<file path="src/rtl/if_prefetch_pkg.sv">
// ============================================================
// Module   : if_prefetch_pkg
// Brief    : Shared widths, constants and entry type for the prefetcher.
// Revision : 1.0
// ============================================================
`default_nettype none

package if_prefetch_pkg;

  localparam int          c_INST_ADDR_W = 32;
  localparam int          c_INST_W      = 32;
  localparam logic [31:0] c_ZERO_WORD   = 32'h0000_0000;
  localparam logic [31:0] c_PC_STEP     = 32'd4;

  typedef struct packed {
    logic [c_INST_ADDR_W-1:0] pc;
    logic [c_INST_W-1:0]      inst;
  } fetch_entry_t;

  function automatic logic [c_INST_ADDR_W-1:0] align_pc(input logic [c_INST_ADDR_W-1:0] pc);
    return {pc[c_INST_ADDR_W-1:2], 2'b00};
  endfunction

endpackage

`default_nettype wire

</file>
<file path="src/rtl/if_prefetch_inst_fifo.sv">
// ============================================================
// Module   : inst_fifo
// Brief    : Synchronous {pc, inst} FIFO with clear; head read from the array.
// Revision : 1.0
// ============================================================
`default_nettype none

module inst_fifo #(
  parameter int  DEPTH = 4,
  parameter int  WIDTH = 64,
  localparam int PTR_W = $clog2(DEPTH),
  localparam int CNT_W = $clog2(DEPTH + 1)
) (
  input  logic             clk,
  input  logic             rst,
  input  logic             push,
  input  logic [WIDTH-1:0] push_data,
  input  logic             pop,
  input  logic             clear,
  output logic [CNT_W-1:0] count,
  output logic [WIDTH-1:0] head
);

  logic [WIDTH-1:0] r_mem [DEPTH];
  logic [PTR_W-1:0] r_wr_ptr;
  logic [PTR_W-1:0] r_rd_ptr;
  logic [CNT_W-1:0] r_count;

  always_ff @(posedge clk or negedge rst) begin
    if (!rst) begin
      r_wr_ptr <= '0;
      r_rd_ptr <= '0;
      r_count  <= '0;
    end else if (clear) begin
      r_wr_ptr <= '0;
      r_rd_ptr <= '0;
      r_count  <= '0;
    end else begin
      if (push) r_wr_ptr <= r_wr_ptr + PTR_W'(1);
      if (pop)  r_rd_ptr <= r_rd_ptr + PTR_W'(1);
      case ({push, pop})
        2'b10:   r_count <= r_count + CNT_W'(1);
        2'b01:   r_count <= r_count - CNT_W'(1);
        default: r_count <= r_count;
      endcase
    end
  end

  // Storage is reset so the head reads as zero out of reset.
  always_ff @(posedge clk or negedge rst) begin
    if (!rst) begin
      for (int i = 0; i < DEPTH; i++) r_mem[i] <= '0;
    end else if (push && !clear) begin
      r_mem[r_wr_ptr] <= push_data;
    end
  end

  assign count = r_count;
  assign head  = r_mem[r_rd_ptr];

endmodule

`default_nettype wire

</file>
<file path="src/rtl/if_prefetch.sv">
// ============================================================
// Module   : if_prefetch
// Brief    : Sequential instruction prefetcher with credit-based issue and flush/redirect.
// Revision : 1.0
// ============================================================
`default_nettype none

module if_prefetch
  import if_prefetch_pkg::*;
#(
  parameter int          DEPTH    = 4,
  parameter int          MAX_OUT  = 2,
  parameter logic [31:0] RESET_PC = 32'h0000_0000
) (
  input  logic                     clk,
  input  logic                     rst,
  input  logic                     flush_i,
  input  logic [c_INST_ADDR_W-1:0] flush_pc_i,
  output logic                     bus_req_o,
  output logic [c_INST_ADDR_W-1:0] bus_addr_o,
  input  logic                     bus_gnt_i,
  input  logic                     bus_rvalid_i,
  input  logic [c_INST_W-1:0]      bus_rdata_i,
  output logic                     inst_valid_o,
  output logic [c_INST_W-1:0]      inst_o,
  output logic [c_INST_ADDR_W-1:0] inst_pc_o,
  input  logic                     inst_ready_i
);

  localparam int CNT_W = $clog2(DEPTH + 1);
  localparam int OUT_W = $clog2(MAX_OUT + 1);

  logic [c_INST_ADDR_W-1:0] r_fpc;
  logic [c_INST_ADDR_W-1:0] r_rpc;
  logic [c_INST_ADDR_W-1:0] r_req_addr;
  logic                     r_req_pend;
  logic                     r_req_stale;
  logic [OUT_W-1:0]         r_outst;
  logic [OUT_W-1:0]         r_discard;

  logic [CNT_W-1:0]         w_count;
  fetch_entry_t             w_head;
  fetch_entry_t             w_push_entry;
  logic [31:0]              w_inflight;
  logic                     w_credit;
  logic                     w_grant;
  logic                     w_drop;
  logic                     w_keep;
  logic                     w_pop;
  logic                     w_stale_grant;
  logic [OUT_W-1:0]         w_outst_nxt;
  logic [OUT_W-1:0]         w_discard_nxt;

  // Kept in-flight responses plus queued entries must fit in the FIFO.
  assign w_inflight    = 32'(w_count) + 32'(r_outst) - 32'(r_discard);
  assign w_credit      = (w_inflight < 32'(DEPTH)) && (32'(r_outst) < 32'(MAX_OUT));
  assign bus_req_o     = rst & (r_req_pend | w_credit);
  assign bus_addr_o    = r_req_pend ? r_req_addr : r_fpc;
  assign w_grant       = bus_req_o & bus_gnt_i;
  assign w_stale_grant = w_grant & r_req_pend & r_req_stale;
  assign w_drop        = bus_rvalid_i & (r_discard != '0);
  assign w_keep        = bus_rvalid_i & ~w_drop & ~flush_i;
  assign w_pop         = inst_valid_o & inst_ready_i & ~flush_i;

  always_comb begin
    w_outst_nxt   = r_outst;
    w_discard_nxt = r_discard;
    if (w_grant) w_outst_nxt = w_outst_nxt + OUT_W'(1);
    if (bus_rvalid_i && (r_outst != '0)) w_outst_nxt = w_outst_nxt - OUT_W'(1);
    // On redirect every request still owed a response becomes junk.
    if (flush_i) begin
      w_discard_nxt = w_outst_nxt;
    end else begin
      if (w_drop)        w_discard_nxt = w_discard_nxt - OUT_W'(1);
      if (w_stale_grant) w_discard_nxt = w_discard_nxt + OUT_W'(1);
    end
  end

  always_ff @(posedge clk or negedge rst) begin
    if (!rst) begin
      r_fpc       <= RESET_PC;
      r_rpc       <= RESET_PC;
      r_req_addr  <= RESET_PC;
      r_req_pend  <= 1'b0;
      r_req_stale <= 1'b0;
      r_outst     <= '0;
      r_discard   <= '0;
    end else begin
      r_outst   <= w_outst_nxt;
      r_discard <= w_discard_nxt;

      // A raised request is held until granted; a flush only marks it stale.
      if (bus_req_o && !bus_gnt_i) begin
        r_req_pend  <= 1'b1;
        r_req_addr  <= bus_addr_o;
        r_req_stale <= flush_i | (r_req_pend & r_req_stale);
      end else if (w_grant) begin
        r_req_pend  <= 1'b0;
        r_req_stale <= 1'b0;
      end

      if (flush_i)                     r_fpc <= align_pc(flush_pc_i);
      else if (w_grant && !w_stale_grant) r_fpc <= r_fpc + c_PC_STEP;

      if (flush_i)     r_rpc <= align_pc(flush_pc_i);
      else if (w_keep) r_rpc <= r_rpc + c_PC_STEP;
    end
  end

  assign w_push_entry.pc   = r_rpc;
  assign w_push_entry.inst = bus_rdata_i;

  inst_fifo #(
    .DEPTH (DEPTH),
    .WIDTH ($bits(fetch_entry_t))
  ) u_fifo (
    .clk       (clk),
    .rst       (rst),
    .push      (w_keep),
    .push_data (w_push_entry),
    .pop       (w_pop),
    .clear     (flush_i),
    .count     (w_count),
    .head      (w_head)
  );

  assign inst_valid_o = (w_count != '0);
  assign inst_o       = w_head.inst;
  assign inst_pc_o    = w_head.pc;

endmodule

`default_nettype wire
</file>
<file path="config.mk">
export PLATFORM = sky130hd
export DESIGN_NAME = if_prefetch
export DESIGN_NICKNAME = d
export VERILOG_FILES = /design/src/rtl/if_prefetch_pkg.sv /design/src/rtl/if_prefetch_inst_fifo.sv /design/src/rtl/if_prefetch.sv
export SDC_FILE = /design/constraint.sdc
export NUM_CORES = 1
export LEC_CHECK = 0
export BUFFER_PORTS_ARGS = -buffer_cell sky130_fd_sc_hd__buf_2
export CORE_MARGIN = 5
export CORE_UTILIZATION = 30
export DETAILED_ROUTE_END_ITERATION = 12
export PLACE_DENSITY_LB_ADDON = 0.12
export SLEW_MARGIN = 20
export SYNTH_ARGS = -nofsm -noshare
export SYNTH_HDL_FRONTEND = slang
export SYNTH_SLANG_ARGS = --single-unit
</file>
<file path="constraint.sdc">
create_clock -name clk -period 3.6 [get_ports clk]
set_input_delay 0.18 -clock clk [delete_from_list [all_inputs] [get_ports clk]]
set_output_delay 0.18 -clock clk [all_outputs]
set_load 0.02 [all_outputs]
</file>
Word level (Yosys, flattened, before mapping)
Index checks and enable logic that the tools add are counted.
{"block": "op_classes", "n_reduce_logical": 17, "addsub": 12, "muxes": 26, "n_bitwise": 16, "magnitude_cmp": 5, "n_eq_ne": 2}
{"op": "bitwise mux 256 bit", "n": 1}
{"op": "2-to-1 mux 64 bit", "n": 3}
{"op": "2-to-1 mux 32 bit", "n": 5}
{"op": "binary-select mux 64 bit (select 2 bit)", "n": 1}
{"op": "demux 64 bit (select 2 bit)", "n": 1}
{"op": "adder 32 x 3 -> 32 bit, second input constant", "n": 2}
{"op": "< comparator 32 x 3 -> 1 bit, second input constant", "n": 1}
{"op": "2-to-1 mux 2 bit", "n": 10}
{"op": "nonzero test 2 bit", "n": 6}
{"op": "bitwise AND 1 bit", "n": 10}
{"op": "adder 2 x 1 -> 2 bit, second input constant", "n": 4}
{"op": ">= comparator 3 bit, second input constant", "n": 2}
{"op": "logical AND 1 bit", "n": 6}
{"op": "NOT 2 -> 3 bit", "n": 2}
{"op": "case mux 3 bit (2 select lines)", "n": 1}
{"op": "nonzero test 3 bit", "n": 2}
{"op": "subtractor 4 x 2 -> 5 bit", "n": 1}
{"op": "adder 3 x 2 -> 4 bit", "n": 1}
{"op": "subtractor 2 x 1 -> 2 bit, second input constant", "n": 2}
{"op": "adder 3 x 1 -> 3 bit, second input constant", "n": 1}
{"op": "zero test 1 bit", "n": 3}
{"op": "< comparator 3 x 1 -> 1 bit, second input constant", "n": 1}
{"op": "2-to-1 mux 1 bit", "n": 3}
{"op": "2-to-1 mux 3 bit", "n": 1}
{"op": "6 further kinds", "n": 8}
{"block": "word_totals", "regBits": 365}

Depth between registers and ports, before layout
Gate-level depths: netlist (run 1).
{"block": "logic_depth", "ltp_word": 13, "ltp_mapped": 10}

Cells and area by module
A second synthesis (run 1) with hierarchy kept.
{"block": "unflattened", "hier_cells": 1155, "area_unflattened_um2": 18026.0}
{"mod": "inst_fifo", "cells_per_inst": 656, "n_inst": 1, "area_each_um2": 12487.0, "seq_area_each_um2": 6581.3}
{"mod": "if_prefetch", "cells_per_inst": 499, "n_inst": 1, "area_each_um2": 5539.1, "seq_area_each_um2": 2452.4}

Least setup slack after synthesis (run 1)
Ideal clock, no wire load.
{"block": "synth_path", "path_type": "reg-to-reg", "start": "register r_outst[1]", "end": "register r_fpc[23]", "slack_ps": 973, "arrival_ps": 2523, "required_time_ps": 3496, "stages_incl_launch_ff": 11, "synth_period_minus_slack_ps": 2627, "n_path_buf": 1, "path_cell_list": "dfrtp_1 > inv_1 > fa_1 > inv_1 > ha_1 > nand3b_1 > and4_1 > o21ai_1 > clkbuf_1 > a2111oi_0 > a221oi_1"}
{"block": "synth_via", "elab_chain_len": 12}
{"element": "from (decl)", "line_no": "if_prefetch.sv:38", "rtl": "logic [OUT_W-1:0] r_outst;"}
{"element": "from (signal assigned)", "line_no": "if_prefetch.sv:89", "rtl": "r_outst <= w_outst_nxt;"}
{"element": "adder 3 x 2 -> 4 bit", "line_no": "if_prefetch.sv:55", "rtl": "assign w_inflight = 32'(w_count) + 32'(r_outst) - 32'(r_discard);"}
{"element": "subtractor 4 x 2 -> 5 bit", "line_no": "if_prefetch.sv:55"}
{"element": "< comparator 32 x 3 -> 1 bit", "line_no": "if_prefetch.sv:56", "rtl": "assign w_credit = (w_inflight < 32'(DEPTH)) && (32'(r_outst) < 32'(MAX_OUT));"}
{"element": "logical AND 1 bit *", "line_no": "if_prefetch.sv:56"}
{"element": "OR 1 bit *", "line_no": "if_prefetch.sv:57", "rtl": "assign bus_req_o = rst & (r_req_pend | w_credit);"}
{"element": "bitwise AND 1 bit *", "line_no": "if_prefetch.sv:57"}
{"element": "bitwise AND 1 bit *", "line_no": "if_prefetch.sv:59", "rtl": "assign w_grant = bus_req_o & bus_gnt_i;"}
{"element": "bitwise AND 1 bit (2 in a row)", "line_no": "if_prefetch.sv:60", "rtl": "assign w_stale_grant = w_grant & r_req_pend & r_req_stale;"}
{"element": "zero test 1 bit", "line_no": "if_prefetch.sv:103", "rtl": "else if (w_grant && !w_stale_grant) r_fpc <= r_fpc + c_PC_STEP;"}
{"element": "logical AND 1 bit *", "line_no": "if_prefetch.sv:103"}
{"element": "nonzero test 2 bit (no source line) *"}
{"element": "to (signal assigned)", "line_no": "if_prefetch.sv:102", "rtl": "if (flush_i) r_fpc <= align_pc(flush_pc_i);"}
{"element": "to (signal assigned)", "line_no": "if_prefetch.sv:103"}
{"element": "to (decl)", "line_no": "if_prefetch.sv:33", "rtl": "logic [c_INST_ADDR_W-1:0] r_fpc;"}
Every way passes the cells marked *; elsewhere a longest branch is shown, timed or not.
A chain may end at the register's enable or synchronous reset.

Worst setup path in the final report (run 1)
{"block": "layout_path", "start": "register r_outst[1]", "end": "output bus_req_o"}
{"block": "layout_via", "elab_chain_len": 6}
{"element": "adder 3 x 2 -> 4 bit", "line_no": "if_prefetch.sv:55"}
{"element": "subtractor 4 x 2 -> 5 bit", "line_no": "if_prefetch.sv:55"}
{"element": "< comparator 32 x 3 -> 1 bit", "line_no": "if_prefetch.sv:56"}
{"element": "logical AND 1 bit *", "line_no": "if_prefetch.sv:56"}
{"element": "OR 1 bit *", "line_no": "if_prefetch.sv:57"}
{"element": "bitwise AND 1 bit *", "line_no": "if_prefetch.sv:57"}
{"element": "to (decl)", "line_no": "if_prefetch.sv:19", "rtl": "output logic bus_req_o,"}
Marks and branches as above.

==> results of run 1 <==
worst max-delay path by stage:
stage                     slack, ns       start  cells after the start              to
after CTS                      0.26  r_outst[1]                     10       bus_req_o
after global placement         0.74  r_outst[1]                     10  r_req_addr[25]
after global routing           0.07  r_outst[1]                     10       bus_req_o
after detailed placement       0.73  r_outst[1]                     10  r_req_addr[24]
final                          0.32  r_outst[1]                     10       bus_req_o
after floorplan                0.97  r_outst[1]                     10       r_fpc[23]
cell type report:
cell class	instances	area share [%]
Clock inverter	9	0.7228
Timing Repair Buffer	251	8.385
Tap cell	756	4.554
Inverter	45	0.8132
Sequential cell	353	42.56
Clock buffer	64	6.047
Multi-Input combinational cell	809	36.92
worst max-delay path, cell delays in order (launching register included):
cell and delay, ns:
sky130_fd_sc_hd__dfrtp_1 0.43, sky130_fd_sc_hd__inv_1 0.11, sky130_fd_sc_hd__fa_1 0.54, sky130_fd_sc_hd__inv_1 0.04, sky130_fd_sc_hd__ha_1 0.26, sky130_fd_sc_hd__nand3b_1 0.14, sky130_fd_sc_hd__a21o_1 0.23, sky130_fd_sc_hd__a21oi_1 0.29
sky130_fd_sc_hd__o21ai_0 0.23, sky130_fd_sc_hd__inv_1 0.10, sky130_fd_sc_hd__buf_2 0.16
layer usage:
layer	track usage, %	vias up	share of wire [%]
met5	0	-	0
met1	20.36	5665	47
met2	23.44	211	47
met4	3.623	0	2.1
li1	-	5192	-
met3	2.972	59	4.5
synth_stat cells (all sizes together), types with 12 or more instances:
master | instances | share of area [%]
dfrtp | 353 | 52
buf | 23 | 0.73
xnor2 | 22 | 1.1
nand3 | 22 | 0.68
nand4 | 16 | 0.68
a21o | 12 | 0.53
clkbuf | 66 | 1.5
nor2 | 64 | 1.4
mux2i | 14 | 0.82
nand2 | 69 | 1.5
a2111oi | 23 | 1.2
and3 | 16 | 0.59
ha | 12 | 0.88
a211oi | 21 | 0.99
mux4 | 62 | 8.2
a21oi | 12 | 0.35
a221oi | 16 | 0.82
nor3 | 14 | 0.41
o21ai | 36 | 1.1
inv | 44 | 0.97
mux2 | 292 | 19
flip-flops by register name, indices dropped and copies added, names as in the netlist, 3 cells and up:
register	count
u_fifo.count	3
r_req_addr	32
u_fifo.r_mem	248
r_fpc	30
r_rpc	30
repair_timing:
action	CTS	global route
setup endpoints to repair	0	0
hold endpoints to repair	235	0
resized for setup	0	0
hold buffers	62	0
per-stage QoR:
stage	std cells	hold WS, ns	setup slack (ns)
detailed placement	2152	0.1419	0.7349
CTS	2287	0.009364	0.2568
global route	2287	0.01951	0.06623
floorplan	1296	-0.1156	0.9731
global placement	2152	0.1392	0.7420
finish	2287	0.04038	0.3185
logic make-up (layout without fill, tap and decap cells):
| logic type | Yosys count | after routing | share of synthesized area [%] |
|---|---|---|---|
| simple gates | 244 | 244 | 7.321 |
| fa+ha+maj | 14 | 14 | 1.118 |
| xor+xnor | 32 | 32 | 1.648 |
| compound gates | 149 | 149 | 6.379 |
| buf+inv | 134 | 369 | 3.193 |
| other cells | 1 | 2 | 0.02205 |
| mux | 368 | 368 | 28.37 |
| flops | 353 | 353 | 51.95 |
power by group through the flow:
stage / Sequential, mW / Clock [mW] / Combinational (mW)
finish: 5.83 / 4.36 / 5.03
global route: 6.01 / 4.71 / 5.53
CTS: 5.85 / 4.54 / 5.18
detailed placement: 5.91 / 0 / 5.11
global placement: 5.86 / 0 / 5.04
floorplan: 5.54 / 0 / 3.78
==> qor.log, run 1 <==
qor: power_and_ir_drop.cell_pwr_density 732.9 nW/um^2
qor: timing.finClkSkew 0.01732 ns
qor: cells_and_area.layout.filler_cells 5,546
qor: synth.yosysUniqueCellTypes 59
qor: timing.tns 0 ns
qor: global_routing.grt_pass1_wl 70,700 um
qor: synth.post_synth.cell_area_avg 13.13 um^2
qor: timing.report.final.slew_viol_count 0
qor: routing.wl_per_cell 19.23 um
qor: worst_setup_path.crit_arrival 3.10 ns
qor: cells_and_area.finish.utilization 36.91%
qor: power_and_ir_drop.p_sw 5.031 mW
qor: timing.max-slew-margin-rel 39.10%
qor: clock_tree.cts_root_buf sky130_fd_sc_hd__clkbuf_16
qor: synth.synthesis.yosys.warnings 0
qor: placement.dp_hpwl 28,200 um
qor: routing.detail_route.first_pass.iterations 4
qor: outcome.run_status finished, final reports clean
qor: routing.remaining_drc_errors 0
qor: synth.postSynth.topFlopCell sky130_fd_sc_hd__dfrtp_1
qor: timing.rsz0062_at_grt no
qor: timing.finalCriticalPeriod 3.282 ns
qor: die.fp.dieArea 61,550 um^2
qor: hold_path.worstHoldStart flush_pc_i[31]
qor: routing.drt-initial-drc-count 605
qor: cells_and_area.insertedDiodeCount 0
qor: die.die_height 248.1 um
qor: timing.hold_viol_final 0
qor: synth.synth.ff_latch_count 353
qor: cells_and_area.layout_commonest_cell sky130_fd_sc_hd__dfrtp_1
qor: die.core.rowCount 87
qor: clock_tree.postCtsSetupRepairBufs 0
qor: cells_and_area.final_cell_mix 350 x sky130_fd_sc_hd__dfrtp_1, 292 x sky130_fd_sc_hd__mux2_2, 162 x sky130_fd_sc_hd__buf_2
qor: placement.globalplace.congestion 0.7522
qor: cells_and_area.final_design_area_no_fill 20,770 um^2
qor: clock_tree.clockBufferDepth 3
qor: synth.synth.yosys.seq_area_share 51.95%
qor: worst_setup_path.crit-reg2reg-capture r_req_addr[29]
qor: global_routing.grt_max_degree 163
qor: routing.route.detailed.vias_per_inst 4.865
qor: clock_tree.clk-insertion-delay-late 0.58 ns
qor: cells_and_area.flow.area_growth_from_synthesis 22.15%
qor: worst_setup_path.timing.critical_path.fanout_max 6
qor: global_routing.grt.total_usage 14.59%
qor: power_and_ir_drop.share_seq_of_total_power 38.3%
qor: hold_path.min_to r_rpc[31]
qor: worst_setup_path.r2r_cells 10
qor: timing.max_clk_rate 0.3047 GHz
qor: die.ios 168
qor: timing.final_min_period_over_clock_period 91.15%
qor: routing.total_wirelength 43,990 um
qor: routing.antenna_left 0
qor: synth.ffs_w_async_s_r_synth 100.0%
qor: cells_and_area.fraction_of_final_layout_cells_sized_beyond_drive_strength_1 40.76%
qor: power_and_ir_drop.share_comb_of_total_power 33.1%
qor: worst_setup_path.crit_type flop to primary output
qor: worst_setup_path.worstReg2RegStart r_outst[1]
qor: worst_setup_path.setup.worst_path.start_class flop
qor: die.core_region_area 56,280 um^2
qor: clock_tree.clk_pin_slew 0.05 ns
qor: power_and_ir_drop.sw_frac_of_total 33.04%
qor: synth.syn_area 17,010 um^2
qor: power_and_ir_drop.leakage 9.379 nW
qor: synth.synth_enable_flop_cells 0
qor: synth.number_of_instances_in_the_synthesized_netlist 1,295
qor: power_and_ir_drop.power_report.internal_total 10.19 mW
qor: timing.setup_viol 0
qor: placement.portBuffers 163
qor: flow_run.max_cap_violations 0
qor: die.chipWidth 248.1 um
qor: clock_tree.cts-buffers-inserted 44
qor: power_and_ir_drop.power_frac_clock 28.6%
qor: worst_setup_path.timing.critical_path.required 3.42 ns
qor: cells_and_area.seqCellArea 8840 um^2
qor: clock_tree.cts_tree done
qor: hold_path.timing.hold.worst.class input port to flop
qor: hold_path.timing.hold.worst_path_depth 3
qor: cells_and_area.multi_input_area 7670 um^2
qor: placement.place_area 18,750 um^2
qor: worst_setup_path.worst_setup_path_end_kind primary output
qor: global_routing.vias_in_the_first_global_route 11,970
qor: clock_tree.cts-htree-levels 2
qor: clock_tree.clkSinkCount 353
qor: routing.via_count 11,127
qor: worst_setup_path.reg2reg_slack 0.74 ns
qor: global_routing.grt-ovfl-total 0
qor: die.initial_utilization 30.22%
qor: power_and_ir_drop.vdd_ir_max 0.3274 mV
qor: power_and_ir_drop.p_total 15.22 mW
qor: global_routing.antenna_found_initial 0
qor: timing.worst_margin_pin_slew 0.9135 ns
qor: cells_and_area.finish.net_count 1,588
Note: power is estimated with default switching activity, not from simulation.
==> run 2, diff against run 1 <==
Settings changed: CTS_BUF_LIST set to sky130_fd_sc_hd__clkbuf_4.
==> qor.log, run 2 (same netlist as run 1, synthesis figures left out) <==
qor: outcome.run_status finished, final reports clean [unchanged]
qor: cells_and_area.flip_flop_count_of_the_largest_register_after_layout 248 [unchanged]
qor: power_and_ir_drop.share_seq_of_total_power 39.1% [was 38.3%]
qor: placement.dp_hpwl 28,200 um [unchanged]
qor: cells_and_area.flow.area_growth_from_synthesis 22.95% [was 22.15%]
qor: cells_and_area.final_cell_mix 349 x sky130_fd_sc_hd__dfrtp_1, 292 x sky130_fd_sc_hd__mux2_2, 162 x sky130_fd_sc_hd__buf_2 [was 350 x sky130_fd_sc_hd__dfrtp_1, 292 x sky130_fd_sc_hd__mux2_2, 162 x sky130_fd_sc_hd__buf_2]
qor: routing.detailroute.wirelength.met2 20,720 um [was 20,560 um]
qor: routing.detail_route.first_pass.iterations 6 [was 4]
qor: timing.tns 0 ns [unchanged]
qor: global_routing.grt.total_usage 14.91% [was 14.59%]
qor: worst_setup_path.crit_path_cell_trace inv_1 > fa_1 > inv_1 > ha_1 > nand3b_1 > a21o_1 > a21oi_2 > o21ai_1 > inv_1 > buf_2 [was inv_1 > fa_1 > inv_1 > ha_1 > nand3b_1 > a21o_1 > a21oi_1 > o21ai_0 > inv_1 > buf_2]
qor: cells_and_area.layout_commonest_cell sky130_fd_sc_hd__dfrtp_1 [unchanged]
qor: die.chipWidth 248.1 um [unchanged]
qor: placement.portBuffers 163 [unchanged]
qor: global_routing.antenna_found_initial 3 [was 0]
qor: worst_setup_path.crit_end bus_req_o [unchanged]
qor: routing.remaining_drc_errors 0 [unchanged]
qor: clock_tree.cts_tree done [unchanged]
qor: die.fp.dieArea 61,550 um^2 [unchanged]
qor: worst_setup_path.timing.critical_path.fanout_max 6 [unchanged]
qor: die.ios 168 [unchanged]
qor: routing.wl_per_cell 18.54 um [was 19.23 um]
qor: worst_setup_path.worst_setup_path_end_kind primary output [unchanged]
qor: global_routing.vias_in_the_first_global_route 12,563 [was 11,970]
qor: timing.finalCriticalPeriod 3.325 ns [was 3.282 ns]
qor: worst_setup_path.crit_arrival 3.15 ns [was 3.10 ns]
qor: timing.max-slew-margin-rel 38.78% [was 39.10%]
qor: cells_and_area.fraction_of_final_layout_cells_sized_beyond_drive_strength_1 44.07% [was 40.76%]
qor: timing.report.final.slew_viol_count 0 [unchanged]
qor: timing.worst_margin_pin_slew 0.9183 ns [was 0.9135 ns]
qor: worst_setup_path.crit-reg2reg-capture r_fpc[19] [was r_req_addr[29]]
qor: worst_setup_path.timing.critical_path.required 3.42 ns [about the same]
qor: routing.route.detailed.vias_per_inst 4.815 [was 4.865]
qor: global_routing.grt-ovfl-total 0 [unchanged]
qor: power_and_ir_drop.share_comb_of_total_power 34.1% [was 33.1%]
qor: cells_and_area.layout_top_registers u_fifo.r_mem: 248 flops, r_req_addr: 32 flops [unchanged]
qor: clock_tree.clkSinkCount 353 [unchanged]
qor: worst_setup_path.crit_start r_outst[1] [unchanged]
qor: power_and_ir_drop.power_frac_clock 26.8% [was 28.6%]
qor: power_and_ir_drop.sw_frac_of_total 34.10% [was 33.04%]
qor: timing.hold_viol_final 0 [unchanged]
qor: routing.via_count 11,603 [was 11,127]
qor: worst_setup_path.cpMaxStageDelayCell sky130_fd_sc_hd__fa_1 [unchanged]
qor: die.initial_utilization 30.22% [unchanged]
qor: timing.max_clk_rate 0.3007 GHz [was 0.3047 GHz]
qor: clock_tree.clockBufferDepth 3 [unchanged]
qor: die.die_height 248.1 um [unchanged]
qor: clock_tree.clk-insertion-delay-late 0.81 ns [was 0.58 ns]
qor: worst_setup_path.setup.worst_path.start_class flop [unchanged]
qor: power_and_ir_drop.vdd_ir_max 0.2713 mV [was 0.3274 mV]
qor: placement.place_area 18,750 um^2 [unchanged]
qor: clock_tree.postCtsSetupRepairBufs 0 [unchanged]
qor: hold_path.timing.hold.worst.class input port to flop [unchanged]
qor: cells_and_area.final_design_area_no_fill 20,910 um^2 [was 20,770 um^2]
qor: worst_setup_path.r2r_cells 10 [unchanged]
qor: routing.drt-initial-drc-count 516 [was 605]
qor: worst_setup_path.timing.critical_path.slowest_cell_delay 0.54 ns [about the same]
qor: power_and_ir_drop.cell_pwr_density 712.5 nW/um^2 [was 732.9 nW/um^2]
qor: worst_setup_path.worstReg2RegStart r_outst[1] [unchanged]
qor: cells_and_area.finish.net_count 1,660 [was 1,588]
qor: timing.setup_viol 0 [unchanged]
qor: power_and_ir_drop.leakage 9.562 nW [was 9.379 nW]
qor: global_routing.grt_max_degree 163 [unchanged]
qor: cells_and_area.top_register u_fifo.r_mem [unchanged]
qor: clock_tree.cts-htree-levels 3 [was 2]
qor: clock_tree.cts-buffers-inserted 102 [was 44]
qor: cells_and_area.layout.filler_cells 5,563 [was 5,546]
qor: power_and_ir_drop.p_sw 5.080 mW [was 5.031 mW]
qor: timing.final_min_period_over_clock_period 92.37% [was 91.15%]
qor: power_and_ir_drop.power_report.internal_total 9.816 mW [was 10.19 mW]
qor: die.core.rowCount 87 [unchanged]
qor: placement.globalplace.congestion 0.7522 [unchanged]
qor: routing.wl_met1 20,550 um [was 20,540 um]
qor: clock_tree.cts_root_buf sky130_fd_sc_hd__clkbuf_4 [was sky130_fd_sc_hd__clkbuf_16]
qor: routing.met3_length 2213 um [was 1972 um]
qor: die.core_region_area 56,280 um^2 [unchanged]
qor: flow_run.max_cap_violations 0 [unchanged]
qor: routing.total_wirelength 44,680 um [was 43,990 um]
qor: worst_setup_path.crit_type flop to primary output [unchanged]
qor: routing.antenna_left 0 [unchanged]
qor: worst_setup_path.critPathMostFrequentCell sky130_fd_sc_hd__inv_1 [unchanged]
qor: clock_tree.clk_pin_slew 0.06 ns [was 0.05 ns]
qor: global_routing.grt_pass1_wl 72,100 um [was 70,700 um]
qor: routing.route.top_layer_used met4 [unchanged]
qor: timing.finClkSkew 0.05242 ns [was 0.01732 ns]
qor: worst_setup_path.reg2reg_slack 0.74 ns [about the same]
## run 2: cell types whose count changed in the layout (fill, tap and decap cells not counted), moves of 2 or more
cell / before / now
sky130_fd_sc_hd__clkbuf_16: 44 / 0
sky130_fd_sc_hd__clkinv_2: 3 / 1
sky130_fd_sc_hd__clkinv_1: 0 / 18
sky130_fd_sc_hd__dlygate4sd3_1: 62 / 75
sky130_fd_sc_hd__diode_2: 0 / 2
sky130_fd_sc_hd__clkbuf_1: 12 / 0
sky130_fd_sc_hd__clkbuf_8: 8 / 0
sky130_fd_sc_hd__clkbuf_4: 0 / 154
## run 2: timing repair
| action | 4_1_cts | 5_1_grt |
|---|---|---|
| endpoints found under the hold margin | 502 | 0 |
| gates resized for setup | 1 | 2 |
| setup endpoints to repair | 1 | 1 |
| hold buffers | 76 | 0 |
## run 2: critical path: cells and delay by family (launching register included)
family	cells	cell delay (ns)
flops	1	0.42
fa+ha+maj	2	0.80
compound gates	3	0.61
simple gates	1	0.14
buf+inv	4	0.36
## run 2: cell type report
type | instances | area, um^2 | share of cell area (%)
clock buffer | 154 | 1156 | 5.530
sequential | 353 | 8841 | 42.29
antenna | 2 | 5.005 | 0.02394
multi-input combinational | 809 | 7674 | 36.70
timing repair buffer | 265 | 1899 | 9.084
clock inverter | 26 | 217.7 | 1.041
tap | 756 | 945.9 | 4.524
inverter | 45 | 168.9 | 0.8079
## run 2: routing by layer
layer  vias to the layer above  GRT usage, %
met4                         0         4.830
met5                         -             0
met2                       257         23.69
met3                        87         3.755
li1                       5421             -
met1                      5838         20.11
## run 2: stage by stage
stage	hold slack [ns]	instances	power [mW]	util [%]	setup slack, ns
3_5_place_dp	0.1419	2152	11.02	33.31	0.7349
2_1_floorplan	-0.1156	1296	9.319	-	0.9731
3_3_place_gp	0.1392	2152	10.89	33.31	0.7420
6_report	0.1696	2410	14.90	37.15	0.2749
4_1_cts	0.03524	2408	15.25	37.14	0.03229
5_1_grt	0.05579	2410	15.99	37.15	-0.005481
## run 2: power groups by stage
stage          clock [mW]  sequential (mW)  combinational (mW)
2_1_floorplan           0             5.54                3.78
3_3_place_gp            0             5.86                5.04
3_5_place_dp            0             5.91                5.11
4_1_cts              4.20             5.84                5.21
5_1_grt              4.42             6.00                5.57
6_report             3.99             5.83                5.07
## run 2: worst min-delay path by stage
stage          slack (ns)      startpoint  cells past startpoint           endpoint
3_5_place_dp         0.14             rst                      1  u_fifo.r_mem[156]
4_1_cts              0.04  bus_rdata_i[6]                      3  u_fifo.r_mem[198]
3_3_place_gp         0.14             rst                      1  u_fifo.r_mem[156]
6_report             0.17  bus_rdata_i[6]                      3  u_fifo.r_mem[134]
5_1_grt              0.06  bus_rdata_i[6]                      3  u_fifo.r_mem[198]
2_1_floorplan       -0.12             rst                      0       r_discard[0]
